--- src/rtl/sample_mixer_pkg.sv ---
// Shared definitions for the sample mixer: frame-sync state encoding and
// the volume scale at which the mixer applies unity gain.
package sample_mixer_pkg;

  typedef enum logic {
    SYNC = 1'b0,
    RUN  = 1'b1
  } MixerState_t;

  localparam int unsigned UNITY_VOLUME = 256;

  localparam int SAMPLE_W = 16;

endpackage

--- src/rtl/sample_fifo.sv ---
// Small synchronous FIFO; the head entry is read straight from the storage
// array at the read pointer and forced to zero while the FIFO is empty.
module sample_fifo #(
  parameter int WIDTH = 16,
  parameter int DEPTH = 4
) (
  input  logic             i_Clock,
  input  logic             i_Reset,
  input  logic             push,
  input  logic [WIDTH-1:0] push_data,
  input  logic             pop,
  output logic             full,
  output logic             empty,
  output logic [WIDTH-1:0] head_data
);

  localparam int PTR_W = $clog2(DEPTH);

  logic [WIDTH-1:0] mem [DEPTH];
  logic [PTR_W-1:0] wr_ptr;
  logic [PTR_W-1:0] rd_ptr;
  logic [PTR_W:0]   count;

  // The caller only pushes when space exists or a pop happens on the same edge.
  always_ff @(posedge i_Clock) begin
    if (i_Reset) begin
      wr_ptr <= '0;
      rd_ptr <= '0;
      count  <= '0;
    end else begin
      if (push) wr_ptr <= wr_ptr + PTR_W'(1);
      if (pop)  rd_ptr <= rd_ptr + PTR_W'(1);
      case ({push, pop})
        2'b10:   count <= count + (PTR_W + 1)'(1);
        2'b01:   count <= count - (PTR_W + 1)'(1);
        default: count <= count;
      endcase
    end
  end

  // NOTE: the storage array has no reset; nothing reads it while empty, and
  // leaving it unreset lets it map onto plain register-file cells.
  always_ff @(posedge i_Clock) begin
    if (push) mem[wr_ptr] <= push_data;
  end

  assign full      = (count == (PTR_W + 1)'(DEPTH));
  assign empty     = (count == '0);
  assign head_data = empty ? '0 : mem[rd_ptr];

endmodule

--- src/rtl/sample_mixer.sv ---
// Sums per-voice subsamples into frames, applies master volume and headroom
// shift with 16-bit saturation, and queues finished samples for the serializer.
module sample_mixer
  import sample_mixer_pkg::*;
#(
  parameter int VOICES     = 16,
  parameter int SHIFT      = 2,
  parameter int FIFO_DEPTH = 4
) (
  input  logic                       i_Clock,
  input  logic                       i_Reset,
  input  logic signed [SAMPLE_W-1:0] i_Subsample,
  input  logic                       i_SubsampleReady,
  input  logic                       i_SampleReady,
  input  logic [8:0]                 i_Volume,
  input  logic                       i_ClearFlags,
  output logic signed [SAMPLE_W-1:0] o_Sample,
  output logic                       o_Valid,
  input  logic                       i_Ready,
  output logic                       o_Clip,
  output logic                       o_Overrun,
  output logic                       o_FrameError
);

  localparam int ACC_W       = SAMPLE_W + $clog2(VOICES) + 1;
  localparam int CNT_W       = $clog2(VOICES + 2);
  localparam int VOL_SHIFT   = $clog2(UNITY_VOLUME);
  localparam int PROD_W      = ACC_W + 10;
  localparam int SCALE_SHIFT = VOL_SHIFT + SHIFT;

  localparam logic [CNT_W-1:0] CNT_FULL = CNT_W'(VOICES);
  localparam logic [CNT_W-1:0] CNT_MAX  = CNT_W'(VOICES + 1);

  localparam logic signed [PROD_W-1:0] SAT_MAX = PROD_W'(32'sd32767);
  localparam logic signed [PROD_W-1:0] SAT_MIN = PROD_W'(-32'sd32768);

  MixerState_t state_q, state_d;

  logic signed [ACC_W-1:0]    acc_q;
  logic [CNT_W-1:0]           cnt_q;
  logic signed [ACC_W-1:0]    sub_ext;
  logic signed [ACC_W-1:0]    frame_sum;
  logic [CNT_W-1:0]           frame_cnt;
  logic                       finalize;
  logic                       frame_err_set;

  logic                       fin_valid;
  logic signed [ACC_W-1:0]    fin_sum;
  logic [8:0]                 fin_vol;

  logic                       p1_valid;
  logic signed [PROD_W-1:0]   p1_prod;
  logic signed [PROD_W-1:0]   scaled;
  logic signed [SAMPLE_W-1:0] sat_sample;
  logic                       sat_clip;
  logic                       clip_set;

  logic                       p2_valid;
  logic signed [SAMPLE_W-1:0] p2_sample;

  logic                       fifo_full;
  logic                       fifo_empty;
  logic                       fifo_pop;
  logic                       fifo_push;
  logic                       overrun_set;
  logic [SAMPLE_W-1:0]        fifo_head;

  always_ff @(posedge i_Clock) begin
    if (i_Reset) state_q <= SYNC;
    else         state_q <= state_d;
  end

  // NOTE: every combinational output gets a default first so no path can
  // leave it unassigned and infer a latch.
  always_comb begin
    state_d = state_q;
    if (state_q == SYNC && i_SampleReady) state_d = RUN;
  end

  always_comb begin
    sub_ext   = i_SubsampleReady ? {{(ACC_W - SAMPLE_W){i_Subsample[SAMPLE_W-1]}}, i_Subsample}
                                 : '0;
    frame_sum = acc_q + sub_ext;
    frame_cnt = cnt_q;
    if (i_SubsampleReady && cnt_q != CNT_MAX) frame_cnt = cnt_q + CNT_W'(1);
  end

  assign finalize      = (state_q == RUN) && i_SampleReady;
  assign frame_err_set = finalize && (frame_cnt != CNT_FULL);

  // Subsamples seen while still hunting for a frame boundary are ignored.
  always_ff @(posedge i_Clock) begin
    if (i_Reset) begin
      acc_q     <= '0;
      cnt_q     <= '0;
      fin_valid <= 1'b0;
      fin_sum   <= '0;
      fin_vol   <= '0;
    end else begin
      fin_valid <= 1'b0;
      if (state_q == RUN) begin
        if (i_SampleReady) begin
          acc_q <= '0;
          cnt_q <= '0;
          if (frame_cnt == CNT_FULL) begin
            fin_valid <= 1'b1;
            fin_sum   <= frame_sum;
            fin_vol   <= i_Volume;
          end
        end else begin
          acc_q <= frame_sum;
          cnt_q <= frame_cnt;
        end
      end
    end
  end

  always_ff @(posedge i_Clock) begin
    if (i_Reset) begin
      p1_valid <= 1'b0;
      p1_prod  <= '0;
    end else begin
      p1_valid <= fin_valid;
      p1_prod  <= PROD_W'(fin_sum) * PROD_W'($signed({1'b0, fin_vol}));
    end
  end

  always_comb begin
    scaled     = p1_prod >>> SCALE_SHIFT;
    sat_sample = scaled[SAMPLE_W-1:0];
    sat_clip   = 1'b0;
    if (scaled > SAT_MAX) begin
      sat_sample = SAT_MAX[SAMPLE_W-1:0];
      sat_clip   = 1'b1;
    end else if (scaled < SAT_MIN) begin
      sat_sample = SAT_MIN[SAMPLE_W-1:0];
      sat_clip   = 1'b1;
    end
  end

  assign clip_set = p1_valid && sat_clip;

  always_ff @(posedge i_Clock) begin
    if (i_Reset) begin
      p2_valid  <= 1'b0;
      p2_sample <= '0;
    end else begin
      p2_valid  <= p1_valid;
      p2_sample <= sat_sample;
    end
  end

  // A full FIFO still takes the push when the consumer drains an entry on the same edge.
  assign fifo_pop    = !fifo_empty && i_Ready;
  assign fifo_push   = p2_valid && (!fifo_full || fifo_pop);
  assign overrun_set = p2_valid && !fifo_push;

  sample_fifo #(
    .WIDTH (SAMPLE_W),
    .DEPTH (FIFO_DEPTH)
  ) u_fifo (
    .i_Clock   (i_Clock),
    .i_Reset   (i_Reset),
    .push      (fifo_push),
    .push_data (p2_sample),
    .pop       (fifo_pop),
    .full      (fifo_full),
    .empty     (fifo_empty),
    .head_data (fifo_head)
  );

  assign o_Valid  = !fifo_empty;
  assign o_Sample = $signed(fifo_head);

  // A set event on the same edge as a clear keeps the flag raised.
  always_ff @(posedge i_Clock) begin
    if (i_Reset) begin
      o_Clip       <= 1'b0;
      o_Overrun    <= 1'b0;
      o_FrameError <= 1'b0;
    end else begin
      o_Clip       <= clip_set      || (o_Clip       && !i_ClearFlags);
      o_Overrun    <= overrun_set   || (o_Overrun    && !i_ClearFlags);
      o_FrameError <= frame_err_set || (o_FrameError && !i_ClearFlags);
    end
  end

endmodule

--- config.mk ---
export PLATFORM = sky130hd
export DESIGN_NAME = sample_mixer
export DESIGN_NICKNAME = d
export VERILOG_FILES = /design/src/rtl/sample_mixer_pkg.sv /design/src/rtl/sample_fifo.sv /design/src/rtl/sample_mixer.sv
export SDC_FILE = /design/constraint.sdc
export NUM_CORES = 1
export LEC_CHECK = 0
export BUFFER_PORTS_ARGS = -buffer_cell sky130_fd_sc_hd__buf_2
export CORE_UTILIZATION = 56
export DETAILED_ROUTE_END_ITERATION = 10
export PLACE_DENSITY = 0.82
export SLEW_MARGIN = 20
export SYNTH_ARGS = -nofsm -noshare
export SYNTH_HDL_FRONTEND = slang
export SYNTH_SLANG_ARGS = --single-unit
--- constraint.sdc ---
create_clock -name i_Clock -period 6.6 [get_ports i_Clock]
set_input_delay 0.99 -clock i_Clock [delete_from_list [all_inputs] [get_ports i_Clock]]
set_output_delay 0.99 -clock i_Clock [all_outputs]
set_load 0.02 [all_outputs]
# Yosys cells after proc, flatten, opt, wreduce, memory -nomap -nowiden
# Memories as Yosys holds them, arrays and structs flattened. A register that Yosys moved wholly into a read port is not among the register bits.
# Cells that the tools add are included.
classes:
  add_sub_neg: 6
  mul: 1
  n_lt_le_gt_ge: 2
  n_eq_ne: 6
  n_mux: 15
  bitwise: 2
  n_reduce_logical: 24
ops:
  columns: ["operator", "n"]
  rows:
  - ["21-bit two-way mux", 2]
  - ["16-bit two-way mux", 2]
  - ["21-bit by 10-bit multiplier with 31-bit output", 1]
  - ["21-bit adder", 1]
  - ["21-bit by 16-bit > comparator with 1-bit output, second input constant", 1]
  - ["21-bit by 16-bit < comparator with 1-bit output, second input constant", 1]
  - ["15-bit two-way mux", 1]
  - ["1-bit logical AND", 11]
  - ["5-bit two-way mux", 2]
  - ["5-bit != test, second input constant", 2]
  - ["3-bit one-hot mux with 2 select lines", 1]
  - ["5-bit by 1-bit adder with 5-bit output, second input constant", 1]
  - ["5-bit == test, second input constant", 1]
  - ["1-bit two-way mux", 5]
  - ["2-bit by 1-bit adder with 2-bit output, second input constant", 2]
  - ["1-bit logical NOT", 4]
  - ["1-bit logical OR", 4]
  - ["2-bit two-way mux", 2]
  - ["3-bit by 1-bit adder with 3-bit output, second input constant", 1]
  - ["3-bit == test, second input constant", 1]
  - ["3-bit logical NOT", 1]
  - ["3-bit AND reduction", 1]
  - ["3-bit OR reduction", 1]
  - ["3-bit by 1-bit subtractor with 3-bit output, second input constant", 1]
  - ["other kinds (5)", 6]
word_totals:
  ff_bits: 117
  mem_bits_rw: 64
  in_bits: 31
  output_inout_bits: 20
  elab_cells: 74
  n_memories: 1
mem_list:
  columns: ["memory", "depth", "width", "read_ports", "rd_ports_with_merged_regs", "wr", "line", "source"]
  rows:
  - ["u_fifo.mem", 4, 16, 1, 1, 1, "sample_fifo.sv:19", "logic [WIDTH-1:0] mem [DEPTH];"]

# Depth between registers and ports, before layout
# Gate-level depths: netlist of run 1.
depth:
  depth_word: 8
  mapped_depth: 20
  mapped_depth_nobuf: 19

# Cells and area by module
# Synthesis of run 1 repeated with hierarchy kept, for this count alone.
hier_totals:
  cells_unflattened: 1428
  hier_area_um2: 13894.6
by_module_without_submodules:
  columns: ["mod", "instances", "cells_per_inst", "area_per_inst_um2"]
  rows:
  - ["sample_mixer", 1, 1280, 10925.5]
  - ["sample_fifo", 1, 148, 2969.1]

# Least setup slack after synthesis of run 1
# OpenSTA, ideal clock, no wires.
synth_timing:
  path_type: "reg2reg"
  start: "reg fin_vol[1]"
  end: "reg p1_prod[21]"
  setup_time_ps: 121
  arrival_ps: 5218
  slack_ps: 1261
  stages_incl_launch_ff: 20
  path_buffers: 1
  period_less_slack_ps: 5339
  path_cell_list: "dfxtp_1 > clkbuf_1 > nand2_1 > fa_1 > inv_1 > fa_1 > fa_1 > fa_1 > inv_1 > fa_1 > inv_1 > ha_1 > a21o_1 > a21oi_1 > o21ai_0 > a221oi_2 > a21o_1 > nand3_2 > a21oi_1 > mux2_2"
synth_between:
  elab_chain_cells: 1
synth_rtl:
  columns: ["item", "line", "source"]
  rows:
  - ["from (decl)", "sample_mixer.sv:49", "logic [8:0] fin_vol;"]
  - ["from (signal assigned)", "sample_mixer.sv:108", "fin_vol <= i_Volume;"]
  - ["21-bit by 10-bit multiplier with 31-bit output", "sample_mixer.sv:124", "p1_prod <= PROD_W'(fin_sum) * PROD_W'($signed({1'b0, fin_vol}));"]
  - ["to (signal assigned)", "sample_mixer.sv:124", null]
  - ["to (decl)", "sample_mixer.sv:52", "logic signed [PROD_W-1:0] p1_prod;"]
# No other way between the ends.
# A chain may end at the register's enable or synchronous reset.

# Worst setup path in the final report of run 1
layout_timing:
  start: "reg fin_vol[3]"
  end: "reg p1_prod[14]"
# Same word-level chain as after synthesis.

==> results.sh, run 1 <==
export IMPL_pre_cts_ws_ps=670
export IMPL_core_area_um2=24200
export IMPL_wl_per_cell_um=16.7
export IMPL_cts_sinks=173
export IMPL_ir_drop_mv=0.162
export IMPL_yosys_area_top_type="fa_1"
export IMPL_syn_area_um2=13800
export IMPL_place_inst=1693
export IMPL_hp_class="flop to flop"
export IMPL_leakage_uw=0.00691
export IMPL_async_flop_share=0
export IMPL_ant_nets=0
export IMPL_initial_core_util=0.568
export IMPL_cts_setup_buffers=0
export IMPL_final_common_cell="inv_1"
export IMPL_synth_seq_cells=173
export IMPL_die_height_um=159
export IMPL_hpwlAfterDp_um=21700
export IMPL_drtPass1Iterations=5
export IMPL_syn_inst=1386
export IMPL_critical_path_class="flop to flop"
export IMPL_outcome="completed"
export IMPL_post_drt_via_cell_ratio=5.66
export IMPL_drt_iter0_drc=682
export IMPL_final_cells=1725
export IMPL_antenna_cells=0
export IMPL_clockBufferDepth=2
export IMPL_setup_tns_ps=0
export IMPL_synth_ff_type="dfxtp_1"
export IMPL_cp_required_ps=6920
export IMPL_rsz0062_at_grt="no"
export IMPL_cts_tree="yes"
export IMPL_worst_pin_slew_ps=1160
export IMPL_cp_max_fo=22
export IMPL_grt_usage=0.244
export IMPL_synth_top_area_share=0.230
export IMPL_h_tree_depth=4
export IMPL_period_share=0.923
export IMPL_ys_top_cells_by_area="fa_1 23%, dfxtp_1 16%, edfxtp_1 14%, ha_1 8.3%, and2_1 6.1%"
export IMPL_io_pins=51
export IMPL_layout_nets=1668
export IMPL_cpMostUsedCell="fa_1"
export IMPL_avgSynthCellArea_um2=9.94
export IMPL_drive_gt1_frac=0.0899
export IMPL_totalPowerFinal_uw=2220
export IMPL_mostFrequentLayoutCells="172 x inv_1, 161 x nand2_1, 158 x fa_1"
export IMPL_finClkSkew_ps=21.3
export IMPL_rows=57
export IMPL_maxCapViolations=0
export IMPL_port_buffers=50
export IMPL_grt_pass1_wl_um=49400
export IMPL_grt_max_degree=69
export IMPL_yosysSeqAreaShare=0.298
export IMPL_finalMaxSlewViolations=0
export IMPL_fin_crit_ps=6090
export IMPL_ys_warn_count=0
export IMPL_synth_edf_count=64
export IMPL_die_area_um2=25200
export IMPL_first_global_vias=10200
export IMPL_worst_slack_ps=509
export IMPL_clkTransAtPathRegs_ps=80
export IMPL_drc_errors=0
export IMPL_slowest_stage="dfxtp_1"
export IMPL_antenna_found_initial=0
export IMPL_fmax_mhz=164
export IMPL_synth_net_count=1666
export IMPL_setup_viol=0
export IMPL_slowest_delay_ps=810
export IMPL_via_count=9766
export IMPL_ctsResizeCount=0
export IMPL_critPathCaptureType="flop"
export IMPL_synth_cell_types=74
export IMPL_critPathLaunchType="flop"
export IMPL_arrival_ps=6410
export IMPL_cts_hold_buf=0
export IMPL_die_w_um=159
export IMPL_gp_congestion=0.878
export IMPL_cts_root_buf="clkbuf_16"
export IMPL_routed_wl_um=28700
export IMPL_area_delta_synth_final_pct=7.55
export IMPL_max_slew_margin=0.221
export IMPL_insertion_delay_ps=450
export IMPL_finish_utilization=0.611
export IMPL_path_cells="nand2_1 -> fa_1 -> inv_1 -> fa_1 -> inv_1 -> fa_1 -> inv_1 -> fa_1 -> fa_1 -> ha_1 -> o21a_1 -> o2111ai_1 -> o22ai_4 -> a21oi_1 -> o21bai_1 -> a21o_1 -> a21oi_1 -> mux2_2"
export IMPL_powerDensity_nw_per_um2=150
export IMPL_grt_ovfl_total=0
export IMPL_cts_made_buffers=17
export IMPL_hold_viol_final=0
[Yosys cell counts, types with 3 or more instances]
| master | count |
|---|---|
| inv_1 | 172 |
| a311o_1 | 4 |
| edfxtp_1 | 64 |
| o21ai_0 | 17 |
| o21bai_1 | 6 |
| nand4_1 | 5 |
| a31oi_1 | 5 |
| dfxtp_1 | 109 |
| nor4b_1 | 6 |
| clkbuf_1 | 62 |
| or3_1 | 5 |
| a21oi_1 | 63 |
| nor2b_1 | 11 |
| buf_2 | 8 |
| a21o_1 | 14 |
| and3_1 | 12 |
| nor2_1 | 72 |
| a22oi_1 | 14 |
| fa_1 | 158 |
| xor2_1 | 12 |
| xnor2_1 | 24 |
| nand2_1 | 161 |
| a211oi_1 | 5 |
| and2_1 | 135 |
| mux2_2 | 3 |
| and4_1 | 4 |
| nor3_1 | 18 |
| buf_1 | 3 |
| or4_1 | 4 |
| nand2b_1 | 8 |
| nand3_1 | 19 |
| o21a_1 | 21 |
| mux4_2 | 16 |
| o31ai_1 | 5 |
| ha_1 | 91 |
[registers in the layout (all words and copies together) (netlist names), 3 cells and up, named ones only]
name          cells
p2_sample        16
cnt_q             5
fin_vol           9
fin_sum          21
acc_q            21
u_fifo.count      3
u_fifo.mem       64
p1_prod          21
[critical path: cells and delay by family, from the launching register on]
kind / cells / cell delay (ps)
fa+ha+maj: 6 / 2910
compound gates: 7 / 1510
flops: 1 / 810
mux: 1 / 370
buf+inv: 3 / 180
simple gates: 1 / 170
[report_power, final]
part | leakage [uW] | total, uW | switching (uW) | internal, uW
Combinational | 0.00512 | 93.7 | 60.3 | 33.4
Sequential | 0.00149 | 1110 | 5.32 | 1100
Clock | 0.000298 | 1020 | 507 | 517
[path summary, 6_finish.rpt]
check / start / to / slack [ps] / cells past startpoint
worst min register to register: fin_valid / p1_valid / 440 / 1
worst max register to register: fin_vol[3] / p1_prod[14] / 510 / 18
worst min-delay path: fin_valid / p1_valid / 440 / 1
worst max-delay path: fin_vol[3] / p1_prod[14] / 510 / 18
[cell type report]
cell class                      count  area [um^2]
Tap cell                          324          405
Timing Repair Buffer               57          305
Inverter                          174          653
Clock buffer                       17          425
Clock inverter                     15          191
Multi-Input combinational cell    965         8730
Fill cell                        1896         9430
Sequential cell                   173         4110
[metrics by stage]
stage               hold WS [ps]  cell area [um^2]
floorplan                    414             13800
global placement             423             14200
detailed placement           427             14200
CTS                          443             14800
global route                 449             14800
finish                       440             14800
[cell families (layout without fill, tap and decap cells)]
group	after synthesis	after routing	synth area share
flip-flops	173	173	0.298
XOR/XNOR	37	37	0.0245
adder cells (fa/ha/maj)	249	249	0.312
buffers and inverters	248	263	0.0684
AO/OA/AOI/OAI	187	187	0.0946
AND/OR/NAND/NOR	472	472	0.173
multiplexers	20	20	0.0293
[layer usage]
layer	GRT usage	wire length, um
met2	0.414	14200
met4	0.0922	779
met5	0	0
met1	0.315	12400
met3	0.0381	1410
Power figures use the tool's default switching activity.
==> inputs of run 2 (changes only) <==
--- a/config.mk
+++ b/config.mk
@@ -5,10 +5,10 @@
 export SDC_FILE = /design/constraint.sdc
 export NUM_CORES = 1
 export LEC_CHECK = 0
-export BUFFER_PORTS_ARGS = -buffer_cell sky130_fd_sc_hd__buf_2
-export CORE_UTILIZATION = 56
+export CORE_UTILIZATION = 49
 export DETAILED_ROUTE_END_ITERATION = 10
-export PLACE_DENSITY = 0.82
+export DONT_BUFFER_PORTS = 1
+export PLACE_DENSITY = 0.73
 export SLEW_MARGIN = 20
 export SYNTH_ARGS = -nofsm -noshare
 export SYNTH_HDL_FRONTEND = slang
==> run 2 against run 1 <==
  * Count of clock-buffer cells in the layout is the same
  * Total power grew 0.73%
  * Register-to-register slack gained 150 ps
  * Clock power grew 4%
  * Non-clock buffer count shrank 47
==> results.sh, run 2 (same netlist as run 1, synthesis figures left out) <==
export IMPL_leakage_uw=0.00670
export IMPL_drt_iter0_drc=560
export IMPL_arrival_ps=6270
export IMPL_drc_errors=0
export IMPL_first_global_vias=9816
export IMPL_largest_reg_flops=64
export IMPL_insertion_delay_ps=450
export IMPL_r2r_start="fin_vol[4]"
export IMPL_gp_congestion=0.863
export IMPL_hpwlAfterDp_um=21700
export IMPL_port_buffers=0
export IMPL_critPathLaunchType="flop"
export IMPL_h_tree_depth=4
export IMPL_max_slew_margin=0.381
export IMPL_antenna_cells=0
export IMPL_die_w_um=170
export IMPL_rsz0062_at_grt="no"
export IMPL_cts_setup_buffers=0
export IMPL_final_common_cell="inv_1"
export IMPL_rows=61
export IMPL_fin_area_um2=14700
export IMPL_cp_required_ps=6930
export IMPL_cts_root_buf="clkbuf_16"
export IMPL_die_height_um=170
export IMPL_drtPass1Iterations=5
export IMPL_wl_per_cell_um=16.6
export IMPL_hold_viol_final=0
export IMPL_fill_cells=2421
export IMPL_finish_utilization=0.529
export IMPL_clockBufferDepth=2
export IMPL_post_drt_via_cell_ratio=5.41
export IMPL_hp_class="flop to flop"
export IMPL_cts_hold_buf=0
export IMPL_cp_max_fo=19
export IMPL_finalMaxSlewViolations=0
export IMPL_regArea_um2=4110
export IMPL_routed_wl_um=28700
export IMPL_critPathCaptureType="flop"
export IMPL_grt_pass1_wl_um=48500
export IMPL_post_dp_cell_area_um2=14000
export IMPL_maxCapViolations=0
export IMPL_mostFrequentLayoutCells="172 x inv_1, 161 x nand2_1, 158 x fa_1"
export IMPL_ctsResizeCount=0
export IMPL_regMostFlops="u_fifo.mem"
export IMPL_drive_gt1_frac=0.0598
export IMPL_finClkSkew_ps=17.7
export IMPL_powerDensity_nw_per_um2=153
export IMPL_io_pins=51
export IMPL_worstHoldStart="p1_prod[19]"
export IMPL_cts_made_buffers=17
export IMPL_cp_startpoint="fin_vol[4]"
export IMPL_fmax_mhz=168
export IMPL_setup_tns_ps=0
export IMPL_layout_nets=1621
export IMPL_grt_usage=0.215
export IMPL_area_delta_synth_final_pct=6.48
export IMPL_core_area_um2=27700
export IMPL_initial_core_util=0.497
export IMPL_die_area_um2=28800
export IMPL_worst_pin_slew_ps=926
export IMPL_setup_viol=0
export IMPL_fin_crit_ps=5950
export IMPL_antenna_found_initial=0
export IMPL_cts_tree="yes"
export IMPL_cts_sinks=173
export IMPL_via_count=9367
export IMPL_clkTransAtPathRegs_ps=80
export IMPL_outcome="completed"
export IMPL_multiInputGateArea_um2=8740
export IMPL_grt_max_degree=99
export IMPL_grt_ovfl_total=0
export IMPL_ant_nets=0
export IMPL_critical_path_class="flop to flop"
export IMPL_period_share=0.901
export IMPL_ir_drop_mv=0.176
[run 2: metrics by stage]
stage          cells  hold slack [ps]  total power [uW]  setup slack [ps]
6_report        1732              433              2240               655
5_1_grt         1732              460              2310               350
3_3_place_gp    1700              423              1200               710
2_1_floorplan   1386              414              1190              1260
3_5_place_dp    1700              429              1200               611
4_1_cts         1732              435              2260               603
[run 2: worst paths after layout]
| path | to | slack, ps | depth (start not counted) |
|---|---|---|---|
| max reg2reg | p1_prod[24] | 650 | 18 |
| min reg2reg | p2_sample[9] | 430 | 1 |
| min | p2_sample[9] | 430 | 1 |
| max | p1_prod[24] | 650 | 18 |
[run 2: worst max-delay path, stage by stage (launching register included)]
cell      delay, ps
dfxtp_1         740
nand2_1         170
fa_1            570
inv_1            50
fa_1            550
fa_1            430
fa_1            490
inv_1            60
fa_1            520
inv_1            40
ha_1            310
a21o_1          180
a21oi_1         150
o21ai_0         150
a221oi_2        420
a21o_1          270
nand3_2         160
a21oi_1         220
mux2_2          350
[run 2: final cells by class]
cell class / count / area share
clock buffer: 17 / 0.0290
clock inverter: 15 / 0.0134
inverter: 174 / 0.0445
multi-input combinational: 965 / 0.596
sequential: 173 / 0.280
tap: 378 / 0.0322
timing repair buffer: 10 / 0.00512
[run 2: per-layer routing]
metal	track usage	up-vias	wire, um
met1	0.280	4661	13200
li1	-	4455	-
met5	0	-	0
met4	0.0689	0	604
met2	0.362	210	13600
met3	0.0394	41	1310
[run 2: report_power, final]
group / leakage (uW) / switching [uW] / internal, uW
combinational: 0.00491 / 44.1 / 26.7
sequential: 0.00149 / 5.69 / 1100
clock: 0.000302 / 537 / 525
total: 0.00670 / 587 / 1650
